<file path="config.mk">
export PLATFORM = sky130hd
export DESIGN_NAME = store_buffer_forward_flat
export DESIGN_NICKNAME = d
export VERILOG_FILES = /design/src/rtl/store_buffer_forward_if.sv /design/src/rtl/store_buffer_forward.sv /design/src/flat_wrapper.sv
export SDC_FILE = /design/constraint.sdc
export NUM_CORES = 1
export LEC_CHECK = 0
export BUFFER_PORTS_ARGS = -buffer_cell sky130_fd_sc_hd__buf_2
export CAP_MARGIN = 20
export CORE_MARGIN = 2
export CORE_UTILIZATION = 43
export CTS_CLUSTER_SIZE = 28
export DETAILED_ROUTE_END_ITERATION = 8
export GPL_ROUTABILITY_DRIVEN = 0
export GPL_TIMING_DRIVEN = 0
export SLEW_MARGIN = 20
export SYNTH_ARGS = -nofsm -noshare
export SYNTH_HDL_FRONTEND = slang
export SYNTH_SLANG_ARGS = --single-unit
</file>
<file path="constraint.sdc">
create_clock -name clk -period 10.9 [get_ports clk]
set_input_delay 1.09 -clock clk [delete_from_list [all_inputs] [get_ports clk]]
set_output_delay 1.09 -clock clk [all_outputs]
set_load 0.01 [all_outputs]
</file>
<file path="src/rtl/store_buffer_forward_if.sv">
// Store, load-lookup and memory-drain signals of the store buffer, bundled as one port.
// The slave modport is the buffer itself; the master modport is its environment.
interface store_buffer_forward_if #(
    parameter int ADDR_W = 32,
    parameter int DEPTH  = 4
);
    localparam int CNT_W = $clog2(DEPTH + 1);

    logic              st_valid;
    logic              st_ready;
    logic [5:0]        st_instr_id;
    logic [ADDR_W-1:0] st_addr;
    logic [31:0]       st_data;

    logic              ld_valid;
    logic [5:0]        ld_instr_id;
    logic [ADDR_W-1:0] ld_addr;
    logic              ld_fwd_hit;
    logic [31:0]       ld_fwd_data;
    logic              ld_stall;

    logic              mem_wr_valid;
    logic              mem_wr_ready;
    logic [ADDR_W-1:0] mem_wr_addr;
    logic [31:0]       mem_wr_data;
    logic [3:0]        mem_wr_strb;

    logic [CNT_W-1:0]  count;
    logic              empty;
    logic              full;

    modport slave (
        input  st_valid, st_instr_id, st_addr, st_data,
        input  ld_valid, ld_instr_id, ld_addr,
        input  mem_wr_ready,
        output st_ready, ld_fwd_hit, ld_fwd_data, ld_stall,
        output mem_wr_valid, mem_wr_addr, mem_wr_data, mem_wr_strb,
        output count, empty, full
    );

    modport master (
        output st_valid, st_instr_id, st_addr, st_data,
        output ld_valid, ld_instr_id, ld_addr,
        output mem_wr_ready,
        input  st_ready, ld_fwd_hit, ld_fwd_data, ld_stall,
        input  mem_wr_valid, mem_wr_addr, mem_wr_data, mem_wr_strb,
        input  count, empty, full
    );
endinterface

</file>
<file path="src/rtl/store_buffer_forward.sv">
// In-order store buffer draining to memory, with per-byte store-to-load forwarding
// from the registered entries (full hit, miss, or partial-overlap stall).
module store_buffer_forward #(
    parameter int DEPTH  = 4,
    parameter int ADDR_W = 32
) (
    input  logic clk,
    input  logic rst,
    store_buffer_forward_if.slave bus
);
    localparam int PTR_W  = $clog2(DEPTH);
    localparam int CNT_W  = $clog2(DEPTH + 1);
    localparam int WORD_W = ADDR_W - 2;

    localparam logic [5:0] INSTR_LB  = 6'd10;
    localparam logic [5:0] INSTR_LH  = 6'd11;
    localparam logic [5:0] INSTR_LW  = 6'd12;
    localparam logic [5:0] INSTR_LBU = 6'd13;
    localparam logic [5:0] INSTR_LHU = 6'd14;
    localparam logic [5:0] INSTR_SB  = 6'd15;
    localparam logic [5:0] INSTR_SH  = 6'd16;
    localparam logic [5:0] INSTR_SW  = 6'd17;

    logic [WORD_W-1:0] e_word [DEPTH];
    logic [31:0]       e_data [DEPTH];
    logic [3:0]        e_strb [DEPTH];
    logic [DEPTH-1:0]  e_valid;

    logic [PTR_W-1:0]  wr_ptr;
    logic [PTR_W-1:0]  rd_ptr;
    logic [CNT_W-1:0]  cnt;

    logic              full;
    logic              empty;
    logic              st_ok;
    logic [3:0]        st_strb;
    logic [31:0]       st_lane;
    logic              enq;
    logic              deq;

    logic              ld_ok;
    logic [3:0]        need;
    logic [3:0]        cov;
    logic [31:0]       fwd_word;
    logic [31:0]       shifted;
    logic [31:0]       ext;
    logic [PTR_W-1:0]  idx;
    logic              hit;

    assign full  = (cnt == CNT_W'(DEPTH));
    assign empty = (cnt == '0);

    // Misaligned halfword/word stores and non-store ids never enter the buffer.
    always_comb begin
        st_ok   = 1'b0;
        st_strb = 4'b0000;
        case (bus.st_instr_id)
            INSTR_SB: begin
                st_ok   = 1'b1;
                st_strb = 4'b0001 << bus.st_addr[1:0];
            end
            INSTR_SH: begin
                st_ok   = ~bus.st_addr[0];
                st_strb = 4'b0011 << bus.st_addr[1:0];
            end
            INSTR_SW: begin
                st_ok   = (bus.st_addr[1:0] == 2'b00);
                st_strb = 4'b1111;
            end
            default: begin
                st_ok   = 1'b0;
                st_strb = 4'b0000;
            end
        endcase
    end

    assign st_lane = bus.st_data << {bus.st_addr[1:0], 3'b000};
    assign enq     = bus.st_valid && !full && st_ok;
    assign deq     = !empty && bus.mem_wr_ready;

    always_ff @(posedge clk) begin
        if (rst) begin
            wr_ptr  <= '0;
            rd_ptr  <= '0;
            cnt     <= '0;
            e_valid <= '0;
        end else begin
            if (enq) begin
                e_word[wr_ptr]  <= bus.st_addr[ADDR_W-1:2];
                e_data[wr_ptr]  <= st_lane;
                e_strb[wr_ptr]  <= st_strb;
                e_valid[wr_ptr] <= 1'b1;
                wr_ptr          <= wr_ptr + 1'b1;
            end
            if (deq) begin
                e_valid[rd_ptr] <= 1'b0;
                rd_ptr          <= rd_ptr + 1'b1;
            end
            if (enq && !deq) begin
                cnt <= cnt + 1'b1;
            end else if (deq && !enq) begin
                cnt <= cnt - 1'b1;
            end
        end
    end

    always_comb begin
        ld_ok = 1'b0;
        need  = 4'b0000;
        case (bus.ld_instr_id)
            INSTR_LB, INSTR_LBU: begin
                ld_ok = 1'b1;
                need  = 4'b0001 << bus.ld_addr[1:0];
            end
            INSTR_LH, INSTR_LHU: begin
                ld_ok = ~bus.ld_addr[0];
                need  = 4'b0011 << bus.ld_addr[1:0];
            end
            INSTR_LW: begin
                ld_ok = (bus.ld_addr[1:0] == 2'b00);
                need  = 4'b1111;
            end
            default: begin
                ld_ok = 1'b0;
                need  = 4'b0000;
            end
        endcase
    end

    // Walk oldest to youngest from the head so a younger matching byte overwrites an older one.
    always_comb begin
        cov      = 4'b0000;
        fwd_word = '0;
        idx      = '0;
        for (int i = 0; i < DEPTH; i++) begin
            idx = rd_ptr + PTR_W'(i);
            if (e_valid[idx] && (e_word[idx] == bus.ld_addr[ADDR_W-1:2])) begin
                for (int b = 0; b < 4; b++) begin
                    if (e_strb[idx][b]) begin
                        cov[b]           = 1'b1;
                        fwd_word[8*b +: 8] = e_data[idx][8*b +: 8];
                    end
                end
            end
        end
    end

    assign shifted = fwd_word >> {bus.ld_addr[1:0], 3'b000};

    always_comb begin
        ext = '0;
        case (bus.ld_instr_id)
            INSTR_LB:  ext = {{24{shifted[7]}}, shifted[7:0]};
            INSTR_LBU: ext = {24'b0, shifted[7:0]};
            INSTR_LH:  ext = {{16{shifted[15]}}, shifted[15:0]};
            INSTR_LHU: ext = {16'b0, shifted[15:0]};
            INSTR_LW:  ext = fwd_word;
            default:   ext = '0;
        endcase
    end

    assign hit = bus.ld_valid && ld_ok && ((cov & need) == need);

    assign bus.ld_fwd_hit   = hit;
    assign bus.ld_stall     = bus.ld_valid && ld_ok && ((cov & need) != 4'b0000) && !hit;
    assign bus.ld_fwd_data  = hit ? ext : 32'h0;

    assign bus.st_ready     = !full;
    assign bus.mem_wr_valid = !empty;
    assign bus.mem_wr_addr  = {e_word[rd_ptr], 2'b00};
    assign bus.mem_wr_data  = e_data[rd_ptr];
    assign bus.mem_wr_strb  = e_strb[rd_ptr];
    assign bus.count        = cnt;
    assign bus.empty        = empty;
    assign bus.full         = full;
endmodule
</file>
<file path="src/flat_wrapper.sv">
// flat-port wrapper written by rule: the top's interface ports become plain ports
module store_buffer_forward_flat 
#(
    parameter int DEPTH  = 4,
    parameter int ADDR_W = 32
)
  (clk, rst, bus_st_valid, bus_st_instr_id, bus_st_addr, bus_st_data, bus_ld_valid, bus_ld_instr_id, bus_ld_addr, bus_mem_wr_ready, bus_st_ready, bus_ld_fwd_hit, bus_ld_fwd_data, bus_ld_stall, bus_mem_wr_valid, bus_mem_wr_addr, bus_mem_wr_data, bus_mem_wr_strb, bus_count, bus_empty, bus_full);
  store_buffer_forward_if #(.ADDR_W(ADDR_W), .DEPTH(DEPTH)) bus_i ();
  input  logic clk;
  input  logic rst;
  input wire logic [$bits(bus_i.st_valid)-1:0] bus_st_valid;
  input wire logic [$bits(bus_i.st_instr_id)-1:0] bus_st_instr_id;
  input wire logic [$bits(bus_i.st_addr)-1:0] bus_st_addr;
  input wire logic [$bits(bus_i.st_data)-1:0] bus_st_data;
  input wire logic [$bits(bus_i.ld_valid)-1:0] bus_ld_valid;
  input wire logic [$bits(bus_i.ld_instr_id)-1:0] bus_ld_instr_id;
  input wire logic [$bits(bus_i.ld_addr)-1:0] bus_ld_addr;
  input wire logic [$bits(bus_i.mem_wr_ready)-1:0] bus_mem_wr_ready;
  output wire logic [$bits(bus_i.st_ready)-1:0] bus_st_ready;
  output wire logic [$bits(bus_i.ld_fwd_hit)-1:0] bus_ld_fwd_hit;
  output wire logic [$bits(bus_i.ld_fwd_data)-1:0] bus_ld_fwd_data;
  output wire logic [$bits(bus_i.ld_stall)-1:0] bus_ld_stall;
  output wire logic [$bits(bus_i.mem_wr_valid)-1:0] bus_mem_wr_valid;
  output wire logic [$bits(bus_i.mem_wr_addr)-1:0] bus_mem_wr_addr;
  output wire logic [$bits(bus_i.mem_wr_data)-1:0] bus_mem_wr_data;
  output wire logic [$bits(bus_i.mem_wr_strb)-1:0] bus_mem_wr_strb;
  output wire logic [$bits(bus_i.count)-1:0] bus_count;
  output wire logic [$bits(bus_i.empty)-1:0] bus_empty;
  output wire logic [$bits(bus_i.full)-1:0] bus_full;
  assign bus_i.st_valid = bus_st_valid;
  assign bus_i.st_instr_id = bus_st_instr_id;
  assign bus_i.st_addr = bus_st_addr;
  assign bus_i.st_data = bus_st_data;
  assign bus_i.ld_valid = bus_ld_valid;
  assign bus_i.ld_instr_id = bus_ld_instr_id;
  assign bus_i.ld_addr = bus_ld_addr;
  assign bus_i.mem_wr_ready = bus_mem_wr_ready;
  assign bus_st_ready = bus_i.st_ready;
  assign bus_ld_fwd_hit = bus_i.ld_fwd_hit;
  assign bus_ld_fwd_data = bus_i.ld_fwd_data;
  assign bus_ld_stall = bus_i.ld_stall;
  assign bus_mem_wr_valid = bus_i.mem_wr_valid;
  assign bus_mem_wr_addr = bus_i.mem_wr_addr;
  assign bus_mem_wr_data = bus_i.mem_wr_data;
  assign bus_mem_wr_strb = bus_i.mem_wr_strb;
  assign bus_count = bus_i.count;
  assign bus_empty = bus_i.empty;
  assign bus_full = bus_i.full;
  store_buffer_forward #(.DEPTH(DEPTH), .ADDR_W(ADDR_W)) u_core (.clk(clk), .rst(rst), .bus(bus_i));
endmodule
</file>
# ---- Word level (Yosys, flattened, before mapping)
# Memories as Yosys holds them, arrays and structs flattened. A register that Yosys moved wholly into a read port is not among the register bits.
# Cells that the tools add are included.
dict set report totals {
  register_bits 11
  n_memories 3
  word_cells 145
  ramBits 264
  output_inout_bits 109
  input_bits 113
}
dict set report op_classes {
  add_sub_neg 6
  reduce_logical 27
  n_eq_ne 14
  n_shift 6
  magnitude_cmp 7
  muxes 72
  n_bitwise 6
}
# memory depth width rd rd_ports_with_merged_regs wr line
set memory_table {}
lappend memory_table {u_core.e_data 4 32 4 1 1 store_buffer_forward.sv:25} ;# logic [31:0] e_data [DEPTH];
lappend memory_table {u_core.e_word 4 30 4 1 1 store_buffer_forward.sv:24} ;# logic [WORD_W-1:0] e_word [DEPTH];
lappend memory_table {u_core.e_strb 4 4 4 1 1 store_buffer_forward.sv:26} ;# logic [3:0] e_strb [DEPTH];
# operator count
set ops {}
lappend ops {{$mux 32} 5}
lappend ops {{$pmux 32 s5} 1}
lappend ops {{$mux 8} 16}
lappend ops {{$eq 30x30->1} 4}
lappend ops {{$eq 6x4->1 const B} 6}
lappend ops {{$shl 32x5->32} 1}
lappend ops {{$shr 32x5->16} 1}
lappend ops {{$mux 4} 7}
lappend ops {{$mux 1} 25}
lappend ops {{$pmux 4 s3} 2}
lappend ops {{$logic_and 1x1->1} 15}
lappend ops {{$lt 2x3->1 const B} 5}
lappend ops {{$eq 6x5->1 const B} 2}
lappend ops {{$mux 2} 6}
lappend ops {{$and 4x4->4} 2}
lappend ops {{$bmux 1 s2} 4}
lappend ops {{$shl 1x2->4 const A} 2}
lappend ops {{$shl 2x2->4 const A} 2}
lappend ops {{$mux 3} 2}
lappend ops {{$pmux 1 s3} 2}
lappend ops {{$logic_not 1->1} 5}
lappend ops {{$add 2x1->2 const B} 2}
lappend ops {{$add 2x2->2 const B} 2}
lappend ops {{$demux 1 s2} 2}
lappend ops {{other kinds (13)} 17}

# ---- Depth between registers and ports, before layout
dict set report depth {
  ltp_word 15
  mapped_depth 27
}

# ---- Worst setup path before layout
# No wires, ideal clock.
dict set report synth_path {
  path_type {register to output}
  from {register u_core.rd_ptr[0]}
  to {output bus_ld_fwd_data[21]}
  stages_incl_launch_ff 25
  slack_ps 4540
  required_ps 9810
  t_arrival_ps 5270
  n_path_buf 10
  cell_sequence {dfxtp_1 > buf_6 > buf_8 > buf_8 > inv_2 > buf_4 > buf_4 > buf_4 > ha_1 > buf_2 > buf_6 > buf_6 > mux2i_1 > nor3_1 > nor3_1 > nand4b_1 > or4b_4 > nor4_2 > nor2_1 > and3_1 > or4_4 > nor4_4 > o31ai_2 > buf_6 > o21ai_2}
}
# element line
set synth_lines {}
lappend synth_lines {{from (decl)} store_buffer_forward.sv:30} ;# logic [PTR_W-1:0] rd_ptr;
lappend synth_lines {{from (signal assigned)} store_buffer_forward.sv:97} ;# rd_ptr <= rd_ptr + 1'b1;
lappend synth_lines {{$add 2x2->2 (*)} store_buffer_forward.sv:136} ;# idx = rd_ptr + PTR_W'(i);
lappend synth_lines {{via u_core.idx[0]} store_buffer_forward.sv:47} ;# logic [PTR_W-1:0] idx;
lappend synth_lines {{branches (longest 7 deep; another with $mem_v2 4x30)} n/a}
lappend synth_lines {{$mux 32 (*)} store_buffer_forward.sv:166} ;# assign bus.ld_fwd_data = hit ? ext : 32'h0;
lappend synth_lines {{to (decl)} flat_wrapper.sv:21} ;# output wire logic [$bits(bus_i.ld_fwd_data)-1:0] bus_ld_fwd_data;
# Mark *: on every way through the listed nets, which the timed path passes. The select of a mux whose other input is x is not followed.

# ---- Final worst setup path
dict set report layout_path {
  from {register u_core.rd_ptr[0]}
  to {output bus_ld_fwd_data[23]}
}
# The elaborated chain is that of the path after synthesis.

==> results.tsv <==
metric	value	unit
grt_use_met3	9.41	%
drt-pass1-iter-count	6	
leakage	7.92	nW
syn_avg_cell_area	12.2	um^2
row_count	81	
first_global_vias	17100	
path_clk_slew	0.06	ns
cts_tree	done	
clk_latency	0.60	ns
overflow	0	
yosysWarnings	0	
fin_crit_sh	88.0	%
cts_root_buffer	clkbuf_16	
cap_violations	0	
synthToLayoutAreaGrowth	13.9	%
cts_hold_buf	0	
ir_drop	0.123	mV
hold-worst-slack	0.534	ns
synth_cell_types	92	
netlist_area	21500	um^2
drive_above_1_share	29.4	%
grt_max_degree	39	
start_kind	register	
dr_total_vias	18300	
hold_viol	0	
setup_viol	0	
post_drt_via_cell_ratio	6.80	
async_flop_share	0	%
tightest_slew	1.18	ns
rsz0062_at_grt	false	
use_met1	46.2	%
layout_common_cells	edfxtp_1, buf_2, mux4_2	
die-area	51800	um^2
timing.final.crit_period	9.59	ns
r2r_slack	3.98	ns
ios	222	
fin_worst_skew	0.00612	ns
cts_made_buffers	30	
status	completed	
setup.worst_path.end_class	output pin	
final_common_cell	edfxtp_1	
die_w	228	um
hpwl	63600	um
coreArea	49200	um^2
nFillCells	4344	
hp-class	register to register	
grt_first_pass_wirelength	118000	um
num_antenna_cells	0	
cp.arrival	8.50	ns
ys_ff_latch	277	
relSlewSlack	21.0	%
die_h	228	um
final_area	24500	um^2
cts_htree_levels	1	
synth-edff-count	264	
cts_resized	0	
synth.yosys.seq_area_share	38.1	%
required	9.81	ns
drc	0	
cts_setup_buffers	0	
finalNetCount	2120	
p_per_area	151	nW/um^2
placed_cell_area	23400	um^2
final_cells	2685	
syn_inst	1764	
final_util	49.8	%
dp_cells	2628	
critPathKind	register to output pin	
max_freq	0.104	GHz
grt-busiest-layer	met1	
slew_viol_final	0	
wl_per_cell	31.0	um
grt_antenna_before_repair	2	
drt_iter0_drc	2737	
fin_setup_tns	0	ns
port_buffers	193	
routed_wl	83300	um
clockBufferDepth	3	
drtAntennaViolNets	0	
grt_usage	31.9	%
met2_usage	45.3	%
initial_utilization	43.7	%
regArea	8190	um^2
cts_sinks	277	
critPathMaxFanout	11	
multiInputGateArea	12400	um^2
synth_ff_type	edfxtp_1	
## cell usage after synthesis, types with 25 or more instances
cell type	count	share of area, %
xnor2_1	90	3.7
nand2_1	94	1.6
a211oi_1	29	1.0
mux2i_1	165	7.7
nor3_1	35	0.82
a21oi_1	77	1.8
mux2_2	25	1.3
buf_2	32	0.75
clkbuf_1	60	1.0
and2_1	28	0.82
nor2_1	95	1.7
edfxtp_1	264	37
mux4_2	208	22
inv_1	41	0.72
nand4_1	31	0.90
o21ai_0	71	1.7
## flip-flops by register name, summed over array words and instances, names as in the netlist, named ones only
register	count
u_core.e_data	128
u_core.e_word	120
u_core.e_strb	16
u_core.e_valid	4
u_core.bus.count	3
u_core.rd_ptr	2
u_core.wr_ptr	2
## per-stage QoR
step / power, W / setup WS, ns
finish: 0.00370 / 1.31
global route: 0.00380 / 1.13
CTS: 0.00367 / 1.48
detailed placement: 0.00262 / 2.13
global placement: 0.00261 / 2.18
floorplan: 0.00217 / 4.54
## power by group
| group | switching, W | internal, W |
|---|---|---|
| sequential | 0.0000126 | 0.00118 |
| combinational | 0.000848 | 0.000601 |
| clock | 0.000454 | 0.000613 |
| total | 0.00131 | 0.00239 |
## layer usage
layer / vias to the layer above / wire length [um]
li1: 7520 / -
met3: 240 / 11800
met1: 9106 / 33200
met2: 1401 / 35000
met5: - / 30
met4: 4 / 3360
## cells by family after synthesis
family                     synth area share [%]
and+or+nand+nor                            11.7
muxes                                      30.8
adders and majority gates                 0.617
other                                    0.0174
AOI/OAI and AO/OA                          9.81
buffers and inverters                      4.29
xor gates and xnor gates                   4.65
DFF                                        38.1
## worst max-delay path, cell delays in order (launching register included)
cell	delay, ns
dfxtp_1	0.40
buf_6	0.23
buf_8	0.23
buf_8	0.19
inv_2	0.10
buf_4	0.22
buf_4	0.23
buf_4	0.23
ha_1	0.29
buf_2	0.22
buf_4	0.33
buf_4	0.32
mux2i_1	0.34
nor2_1	0.07
a211oi_1	0.37
o2111ai_1	0.16
nor4_1	0.87
nand4_1	0.60
mux2i_1	0.29
and3_1	0.25
or4_4	0.54
nor4_4	0.65
o31ai_2	0.26
buf_6	0.22
o21ai_2	0.09
buf_2	0.17
## path summary, 6_finish.rpt
path	startpoint	to	cells after the start
max reg2reg	u_core.rd_ptr[0]$_SDFFE_PP0P_	register	20
min reg2reg	u_core.bus.count[2]$_SDFFE_PP0P_	u_core.bus.count[2]$_SDFFE_PP0P_	2
min	u_core.bus.count[2]$_SDFFE_PP0P_	u_core.bus.count[2]$_SDFFE_PP0P_	2
max	u_core.rd_ptr[0]$_SDFFE_PP0P_	bus_ld_fwd_data[23]	25
## layout make-up
class                           instances  share of cell area, %
Clock inverter                         22                  0.926
Clock buffer                           34                   3.22
Inverter                               43                  0.660
Sequential cell                       277                   33.5
Timing Repair Buffer                  200                   4.55
Multi-Input combinational cell       1299                   50.7
Buffer                                146                   3.12
Tap cell                              664                   3.40
No activity file was read; power rests on OpenSTA's default activity.
